## config.mk

```make
export PLATFORM = sky130hd
export DESIGN_NAME = bin2bcd_serial_flat
export DESIGN_NICKNAME = d
export VERILOG_FILES = /design/src/rtl/bcd_pkg.sv /design/src/rtl/bin2bcd_serial_if.sv /design/src/rtl/bcd_digit_adj.sv /design/src/rtl/bin2bcd_serial.sv /design/src/flat_wrapper.sv
export SDC_FILE = /design/constraint.sdc
export NUM_CORES = 1
export LEC_CHECK = 0
export ABC_AREA = 1
export ABC_CLOCK_PERIOD_IN_PS = 1300
export BUFFER_PORTS_ARGS = -buffer_cell sky130_fd_sc_hd__buf_2
export CORE_MARGIN = 3
export CORE_UTILIZATION = 45
export DETAILED_ROUTE_END_ITERATION = 8
export GPL_ROUTABILITY_DRIVEN = 0
export PLACE_DENSITY_LB_ADDON = 0.15
export SLEW_MARGIN = 20
export SYNTH_ARGS = -nofsm -noshare
export SYNTH_HDL_FRONTEND = slang
export SYNTH_SLANG_ARGS = --single-unit
```

## constraint.sdc

```tcl
create_clock -name clk -period 1.3 [get_ports clk]
set_input_delay 0.26 -clock clk [delete_from_list [all_inputs] [get_ports clk]]
set_output_delay 0.26 -clock clk [all_outputs]
set_load 0.02 [all_outputs]
```

## src/rtl/bcd_pkg.sv

```systemverilog
// Shared constants and state encoding for the serial binary-to-BCD converter.
package bcd_pkg;

    localparam int unsigned DIGIT_W  = 4;
    localparam logic [3:0]  BCD_NINE = 4'h9;

    typedef enum logic [1:0] {
        ST_IDLE  = 2'd0,
        ST_SHIFT = 2'd1,
        ST_DONE  = 2'd2
    } state_e;

endpackage

```

## src/rtl/bin2bcd_serial_if.sv

```systemverilog
// Handshake and result bundle between the display counter and the BCD converter.
interface bin2bcd_serial_if
    import bcd_pkg::*;
#(
    parameter int unsigned BIN_W  = 10,
    parameter int unsigned DIGITS = 3
);

    logic                        in_valid;
    logic                        in_ready;
    logic [BIN_W-1:0]            in_bin;
    logic                        out_valid;
    logic [DIGIT_W*DIGITS-1:0]   out_bcd;
    logic                        overflow;

    modport master (
        output in_valid, in_bin,
        input  in_ready, out_valid, out_bcd, overflow
    );

    modport slave (
        input  in_valid, in_bin,
        output in_ready, out_valid, out_bcd, overflow
    );

endinterface

```

## src/rtl/bcd_digit_adj.sv

```systemverilog
// One BCD digit pre-shift correction: values 5..9 get +3 so the next shift carries correctly.
module bcd_digit_adj
    import bcd_pkg::*;
(
    input  logic [DIGIT_W-1:0] din,
    output logic [DIGIT_W-1:0] dout_c
);

    // Add 3 within the digit; never carries into the neighbour.
    always_comb begin
        dout_c = din;
        if (din >= DIGIT_W'(5)) begin
            dout_c = din + DIGIT_W'(3);
        end
    end

endmodule

```

## src/rtl/bin2bcd_serial.sv

```systemverilog
// Serial double-dabble binary-to-BCD converter, one input bit per clock.
// Optional build macro BCD_SATURATE_EN: overflowing results show as all 9s.
module bin2bcd_serial
    import bcd_pkg::*;
#(
    parameter int unsigned BIN_W  = 10,
    parameter int unsigned DIGITS = 3
) (
    input  logic                  clk,
    input  logic                  RESET,
    bin2bcd_serial_if.slave       bus
);

    localparam int unsigned BCD_W = DIGIT_W * DIGITS;
    localparam int unsigned CNT_W = $clog2(BIN_W + 1);

    state_e             state_q,     state_d;
    logic [BIN_W-1:0]   shift_bin_q, shift_bin_d;
    logic [BCD_W-1:0]   scratch_q,   scratch_d;
    logic               sticky_q,    sticky_d;
    logic [CNT_W-1:0]   cnt_q,       cnt_d;
    logic [BCD_W-1:0]   out_bcd_q,   out_bcd_d;
    logic               overflow_q,  overflow_d;
    logic               out_valid_q, out_valid_d;
    logic [BCD_W-1:0]   adj_c;
    logic [BCD_W-1:0]   result_c;

    // Per-digit add-3 correction of the scratch register.
    for (genvar g = 0; g < DIGITS; g++) begin : g_adj
        bcd_digit_adj u_adj (
            .din    (scratch_q[g*DIGIT_W +: DIGIT_W]),
            .dout_c (adj_c[g*DIGIT_W +: DIGIT_W])
        );
    end

    // Value published at DONE; saturated build replaces overflowing results with all 9s.
`ifdef BCD_SATURATE_EN
    assign result_c = sticky_q ? {DIGITS{BCD_NINE}} : scratch_q;
`else
    assign result_c = scratch_q;
`endif

    // State register and datapath flops, synchronous active-low reset.
    always_ff @(posedge clk) begin
        if (!RESET) begin
            state_q     <= ST_IDLE;
            shift_bin_q <= '0;
            scratch_q   <= '0;
            sticky_q    <= 1'b0;
            cnt_q       <= '0;
            out_bcd_q   <= '0;
            overflow_q  <= 1'b0;
            out_valid_q <= 1'b0;
        end else begin
            state_q     <= state_d;
            shift_bin_q <= shift_bin_d;
            scratch_q   <= scratch_d;
            sticky_q    <= sticky_d;
            cnt_q       <= cnt_d;
            out_bcd_q   <= out_bcd_d;
            overflow_q  <= overflow_d;
            out_valid_q <= out_valid_d;
        end
    end

    // Next-state and datapath updates; published result changes only in DONE.
    always_comb begin
        state_d     = state_q;
        shift_bin_d = shift_bin_q;
        scratch_d   = scratch_q;
        sticky_d    = sticky_q;
        cnt_d       = cnt_q;
        out_bcd_d   = out_bcd_q;
        overflow_d  = overflow_q;
        out_valid_d = 1'b0;

        case (state_q)
            ST_IDLE: begin
                if (bus.in_valid) begin
                    shift_bin_d = bus.in_bin;
                    scratch_d   = '0;
                    sticky_d    = 1'b0;
                    cnt_d       = CNT_W'(BIN_W);
                    state_d     = ST_SHIFT;
                end
            end
            ST_SHIFT: begin
                scratch_d   = {adj_c[BCD_W-2:0], shift_bin_q[BIN_W-1]};
                shift_bin_d = shift_bin_q << 1;
                sticky_d    = sticky_q | adj_c[BCD_W-1];
                cnt_d       = cnt_q - CNT_W'(1);
                if (cnt_q == CNT_W'(1)) begin
                    state_d = ST_DONE;
                end
            end
            ST_DONE: begin
                out_bcd_d   = result_c;
                overflow_d  = sticky_q;
                out_valid_d = 1'b1;
                state_d     = ST_IDLE;
            end
            default: begin
                state_d = ST_IDLE;
            end
        endcase
    end

    assign bus.in_ready  = (state_q == ST_IDLE);
    assign bus.out_valid = out_valid_q;
    assign bus.out_bcd   = out_bcd_q;
    assign bus.overflow  = overflow_q;

endmodule

```

## src/flat_wrapper.sv

```systemverilog
// flat-port wrapper written by rule: the top's interface ports become plain ports
module bin2bcd_serial_flat import bcd_pkg::*;
#(
    parameter int unsigned BIN_W  = 10,
    parameter int unsigned DIGITS = 3
)
  (clk, RESET, bus_in_valid, bus_in_bin, bus_in_ready, bus_out_valid, bus_out_bcd, bus_overflow);
  bin2bcd_serial_if #(.BIN_W(BIN_W), .DIGITS(DIGITS)) bus_i ();
  input  logic clk;
  input  logic RESET;
  input wire logic [$bits(bus_i.in_valid)-1:0] bus_in_valid;
  input wire logic [$bits(bus_i.in_bin)-1:0] bus_in_bin;
  output wire logic [$bits(bus_i.in_ready)-1:0] bus_in_ready;
  output wire logic [$bits(bus_i.out_valid)-1:0] bus_out_valid;
  output wire logic [$bits(bus_i.out_bcd)-1:0] bus_out_bcd;
  output wire logic [$bits(bus_i.overflow)-1:0] bus_overflow;
  assign bus_i.in_valid = bus_in_valid;
  assign bus_i.in_bin = bus_in_bin;
  assign bus_in_ready = bus_i.in_ready;
  assign bus_out_valid = bus_i.out_valid;
  assign bus_out_bcd = bus_i.out_bcd;
  assign bus_overflow = bus_i.overflow;
  bin2bcd_serial #(.BIN_W(BIN_W), .DIGITS(DIGITS)) u_core (.clk(clk), .RESET(RESET), .bus(bus_i));
endmodule
```

Word level (Yosys, flattened, before mapping)
Index checks and enable logic that the tools add are counted.
{ "word_totals": {"in_bits": 13, "regBits": 43, "word_cells": 40, "mem_bits_ro": 0, "latch_bits": 0, "ramBits": 0, "output_inout_bits": 15, "memories": 0} }
{ "classes": {"mul": 0, "reduce_logical": 4, "n_lt_le_gt_ge": 3, "n_bitwise": 1, "addsub": 4, "shifts": 0, "mux": 15, "div": 0, "eq_ne": 5} }
{ "op_table": {"columns": ["op", "n"], "rows": [
  ["case mux 12 bit (2 select lines)", 1],
  ["case mux 10 bit (2 select lines)", 1],
  ["two-way mux 4 bit", 4],
  ["adder 4 x 2 -> 4 bit (second input constant)", 3],
  [">= comparator 4 x 3 -> 1 bit (second input constant)", 3],
  ["two-way mux 12 bit", 1],
  ["two-way mux 10 bit", 1],
  ["case mux 4 bit (2 select lines)", 1],
  ["== test 4 x 1 -> 1 bit (second input constant)", 1],
  ["two-way mux 2 bit", 2],
  ["case mux 2 bit (2 select lines)", 1],
  ["AND reduction 2 bit", 2],
  ["subtractor 4 x 1 -> 4 bit (second input constant)", 1],
  ["== test 2 x 1 -> 1 bit (second input constant)", 1],
  ["== test 2 bit (second input constant)", 1],
  ["zero test 2 bit", 1],
  ["two-way mux 1 bit", 2],
  ["inequality test 2 x 1 -> 1 bit (second input constant)", 1],
  ["inequality test 2 bit (second input constant)", 1],
  ["case mux 1 bit (2 select lines)", 1],
  ["nonzero test 2 bit", 1],
  ["bitwise OR 1 bit", 1]
]} }

Longest topological paths before layout
{ "depth": {"ltp_word": 4, "mapped_depth": 9, "mapped_depth_nobuf": 9} }

Modules after synthesis
From an unflattened synthesis, not the netlist that was laid out.
{ "hier_totals": {"hier_cells": 308, "hier_area_um2": 2173.3} }
{ "by_module_without_submodules": {"columns": ["mod", "seq_area_each_um2", "instances", "cells_per_inst", "area_each_um2"], "rows": [
  ["bin2bcd_serial", 860.8, 1, 239, 1767.9],
  ["bcd_digit_adj", 0.0, 3, 23, 135.1]
]} }

Least setup slack after synthesis
No wires, ideal clock.
{ "synth_timing": {"path_kind": "flip-flop to flip-flop", "from": "register u_core.scratch_q[4] (netlist: u_core.result_c[4])", "to": "register u_core.scratch_q[8] (netlist: u_core.result_c[8])", "required_ns": 1.235, "t_arrival_ns": 1.109, "stages_incl_launch_ff": 10, "path_slack_ns": 0.126, "synth_period_minus_slack_ns": 1.174, "path_cell_list": "dfxtp_1 inv_1 ha_1 inv_1 nand2_1 nand3_1 nand2_1 nor2_1 nor2_1 nor2_1"} }
{ "synth_between": {"elab_chain_cells": 3, "word_cells_on_any_way": 4} }
{ "synth_lines": {"columns": ["element", "line_no", "source"], "rows": [
  ["from (decl)", "bin2bcd_serial.sv:19", "logic [BCD_W-1:0] scratch_q, scratch_d;"],
  ["from (signal assigned)", "bin2bcd_serial.sv:57", "scratch_q <= scratch_d;"],
  ["adder 4 x 2 -> 4 bit / >= comparator 4 x 3 -> 1 bit (equally long branches)", "bcd_digit_adj.sv:13, bcd_digit_adj.sv:12", null],
  ["two-way mux 4 bit (*)", "bcd_digit_adj.sv:12", "if (din >= DIGIT_W'(5)) begin"],
  ["case mux 12 bit (2 select lines) (*)", "bin2bcd_serial.sv:77", "case (state_q)"]
]} }
Mark *: on every way between the ends. The rest lies on a longest branch, timed or not.
A chain may end at the register's enable or synchronous reset.

Worst setup path in the final report
{ "layout_timing": {"from": "register u_core.state_q[0]", "to": "output bus_in_ready"} }
{ "layout_between": {"elab_chain_cells": 1} }
{ "layout_lines": {"columns": ["element", "line_no", "source"], "rows": [
  ["from (decl)", "bin2bcd_serial.sv:17", "state_e state_q, state_d;"],
  ["from (signal assigned)", "bin2bcd_serial.sv:55", "state_q <= state_d;"],
  ["zero test 2 bit", "bin2bcd_serial.sv:108", "assign bus.in_ready = (state_q == ST_IDLE);"],
  ["to (decl)", "flat_wrapper.sv:13", "output wire logic [$bits(bus_i.in_ready)-1:0] bus_in_ready;"]
]} }
Every way passes these cells.

==> flow_summary.json <==
{
  "cp_slowest_cell": "dfxtp_2",
  "clockPowerShare_pct": 37.6,
  "die_w_um": 72.1,
  "cts_tree": "yes",
  "ys_top_cells_by_count": "60 x nand2_1, 43 x dfxtp_1, 33 x a21oi_1",
  "seq_area_frac_synth_pct": 43.7,
  "drcViolationCount": 0,
  "wire_per_inst_um": 11.5,
  "fin_crit_ps": 1220,
  "max_stage_delay_ps": 350,
  "drive_gt1_share_pct": 22.0,
  "synth_seq_cells": 43,
  "synth_edf_count": 0,
  "cp_max_fo": 4,
  "cts_inserted_buffers": 5,
  "finalWorstSetupSlack_ps": 76.0,
  "io_buffers": 27,
  "syn_area_sq_um": 1970,
  "antenna_found_initial": 0,
  "synth_cell_types": 22,
  "p_sw_uw": 632,
  "synthCells": 263,
  "slew_viol_final": 0,
  "drt_first_pass_iters": 4,
  "drt-initial-drc-count": 131,
  "r2r_cells": 7,
  "antenna_cells": 0,
  "grt_pass1_wl_um": 6630,
  "hpwl_um": 2740,
  "grtUsageMet3_pct": 5.12,
  "p_leak_nw": 1.05,
  "max_freq_mhz": 817,
  "use_met2_pct": 26.2,
  "power.density_nw_per_um2": 1150,
  "io_pins": 28,
  "synth.area.top_cells": "dfxtp_1 44%, nand2_1 11%, a21oi_1 8.4%",
  "yosysTopAreaCell": "dfxtp_1",
  "finalSetupTns_ps": 0,
  "crit_chain": "nor2_1 > buf_2",
  "syn_nets": 284,
  "dp_slack_ps": 42.9,
  "p_int_mw": 2.03,
  "fin_crit_sh_pct": 94.2,
  "postSynth.asyncResetShare_pct": 0,
  "met1_usage_pct": 20.5,
  "crit_required_ps": 1040,
  "clock_path_buffers": 2,
  "ctsHoldBuffers": 0,
  "syn_area_per_cell_sq_um": 7.48,
  "chipHeight_um": 72.1,
  "combinationalPowerShare_pct": 10.3,
  "worst_pin_slew_ps": 340,
  "coreArea_sq_um": 4120,
  "whs_ps": 224,
  "timing.rr.start": "u_core.result_c[8]$_SDFFE_PN0P_",
  "root_buffer": "clkbuf_8",
  "crit_start": "u_core.state_q[0]$_SDFFE_PN0P_",
  "nets": 316,
  "cts.sinks": 43,
  "cp-end-kind": "output port",
  "hp-start": "bus_in_bin[0]",
  "slew_headroom_pct": 77.3,
  "via_per_inst": 5.00,
  "critPathLaunchType": "flip-flop",
  "max-cap-violations": 0,
  "status": "finished, final reports clean",
  "fin_skew_ps": 3.84,
  "worstPathArrival_ps": 960,
  "utilization_pct": 56.1,
  "rows": 23,
  "start_util_pct": 47.8,
  "synth.most_common_cell": "nand2_1",
  "seqPwrFrac_pct": 52.1,
  "wl_um": 3960,
  "synth_top_area_share_pct": 43.7,
  "synthFlopType": "dfxtp_1",
  "switching_share_pct": 23.7,
  "crit_end": "bus_in_ready",
  "grt_max_degree": 26,
  "path_clk_slew_ps": 80,
  "critical_path_class": "flip-flop to output port",
  "grt_pass1_vias": 1515,
  "grt_use_total_pct": 16.3,
  "regToRegEndpoint": "u_core.result_c[9]$_SDFFE_PN0P_",
  "clk_latency_ps": 290,
  "top_usage_layer": "met2",
  "routed-via-count": 1725,
  "hold_viol": 0,
  "ir_worst_vdd_mv": 0.692,
  "r2r_slack_ps": 110,
  "area_growth_pct": 17.4,
  "finalSetupViolCount": 0,
  "antenna_left": 0,
  "cts_max_level": 2,
  "fp.dieArea_sq_um": 5200,
  "min_path_type": "input pin to flip-flop",
  "overflow": 0,
  "synth_warnings": 0
}
[cells in the final DEF, fill, tap and decap left out, types with 2 or more instances in the layout]
| cell | instances |
|---|---|
| nand2_1 | 57 |
| dfxtp_1 | 37 |
| a21oi_1 | 33 |
| buf_2 | 27 |
| inv_1 | 24 |
| o21ai_0 | 22 |
| nand3_1 | 18 |
| nor2_1 | 16 |
| ha_1 | 8 |
| buf_4 | 7 |
| nand4_1 | 6 |
| inv_2 | 5 |
| a22oi_1 | 5 |
| clkbuf_8 | 5 |
| nand2_2 | 4 |
| dfxtp_2 | 4 |
| nand3_2 | 2 |
| nand2_4 | 2 |
| buf_12 | 2 |
| dfxtp_4 | 2 |
[logic make-up (layout without fill, tap and decap cells)]
group | Yosys count | count (layout) | share of synthesized area (%)
DFF | 43 | 43 | 43.7
adders and majority gates | 8 | 8 | 5.09
buffers and inverters | 42 | 74 | 10.4
and+or+nand+nor | 106 | 106 | 23.3
AOI/OAI and AO/OA | 64 | 64 | 17.5
[power by group through the flow]
| stage | Clock, mW | Sequential [mW] | Combinational [mW] |
|---|---|---|---|
| after detailed placement | 0 | 1.42 | 0.276 |
| after floorplan | 0 | 1.42 | 0.194 |
| after CTS | 1.04 | 1.39 | 0.277 |
| final | 1.00 | 1.39 | 0.275 |
| after global routing | 1.07 | 1.39 | 0.313 |
| after global placement | 0 | 1.42 | 0.275 |
[critical path, delay by kind of cell (launching register included)]
kind	cells	cell delay, ps
flops	1	350
simple gates	1	130
buf+inv	1	180
[registers in the layout, indices dropped and copies added (netlist names)]
register,flops
u_core.bus.out_bcd,12
u_core.result_c,12
u_core.shift_bin_q,10
u_core.cnt_q,4
u_core.state_q,2
u_core.bus.out_valid,1
u_core.bus.overflow,1
u_core.sticky_q,1
[routing by layer]
layer	up-vias	wire, um
met4	0	38
met5	-	0
met3	4	184
met1	767	1930
li1	922	-
met2	32	1810
[area by class of cell]
| type | instances | area, sq um |
|---|---|---|
| Fill cell | 412 | 1810 |
| Inverter | 31 | 124 |
| Clock buffer | 6 | 72.6 |
| Timing Repair Buffer | 36 | 228 |
| Sequential cell | 43 | 873 |
| Clock inverter | 1 | 30.0 |
| Tap cell | 50 | 62.6 |
| Multi-Input combinational cell | 178 | 920 |
[repair_timing]
action / CTS / global route
gates resized for setup: 0 / 19
setup endpoints to repair: 0 / 21
hold endpoints to repair: 0 / 0
setup buffers: 0 / 1
[worst min-delay path by stage]
| stage | slack, ps | depth (start not counted) | endpoint |
|---|---|---|---|
| final | 220 | 3 | u_core.shift_bin_q[0]$_SDFFE_PN0P_ |
| after global routing | 230 | 3 | u_core.shift_bin_q[0]$_SDFFE_PN0P_ |
| after global placement | 450 | 2 | u_core.sticky_q$_SDFFE_PN0P_ |
| after floorplan | 400 | 2 | u_core.bus.out_bcd[9]$_SDFFE_PN0P_ |
| after CTS | 220 | 3 | u_core.shift_bin_q[0]$_SDFFE_PN0P_ |
| after detailed placement | 450 | 2 | u_core.sticky_q$_SDFFE_PN0P_ |
[stage by stage]
step,instance area [sq um],power (mW),std cells
3_3_place_gp,2160,1.69,337
2_1_floorplan,1970,1.62,263
4_1_cts,2270,2.70,344
3_5_place_dp,2160,1.70,337
6_report,2310,2.66,345
5_1_grt,2310,2.78,345
Note: power is estimated with default switching activity, not from simulation.
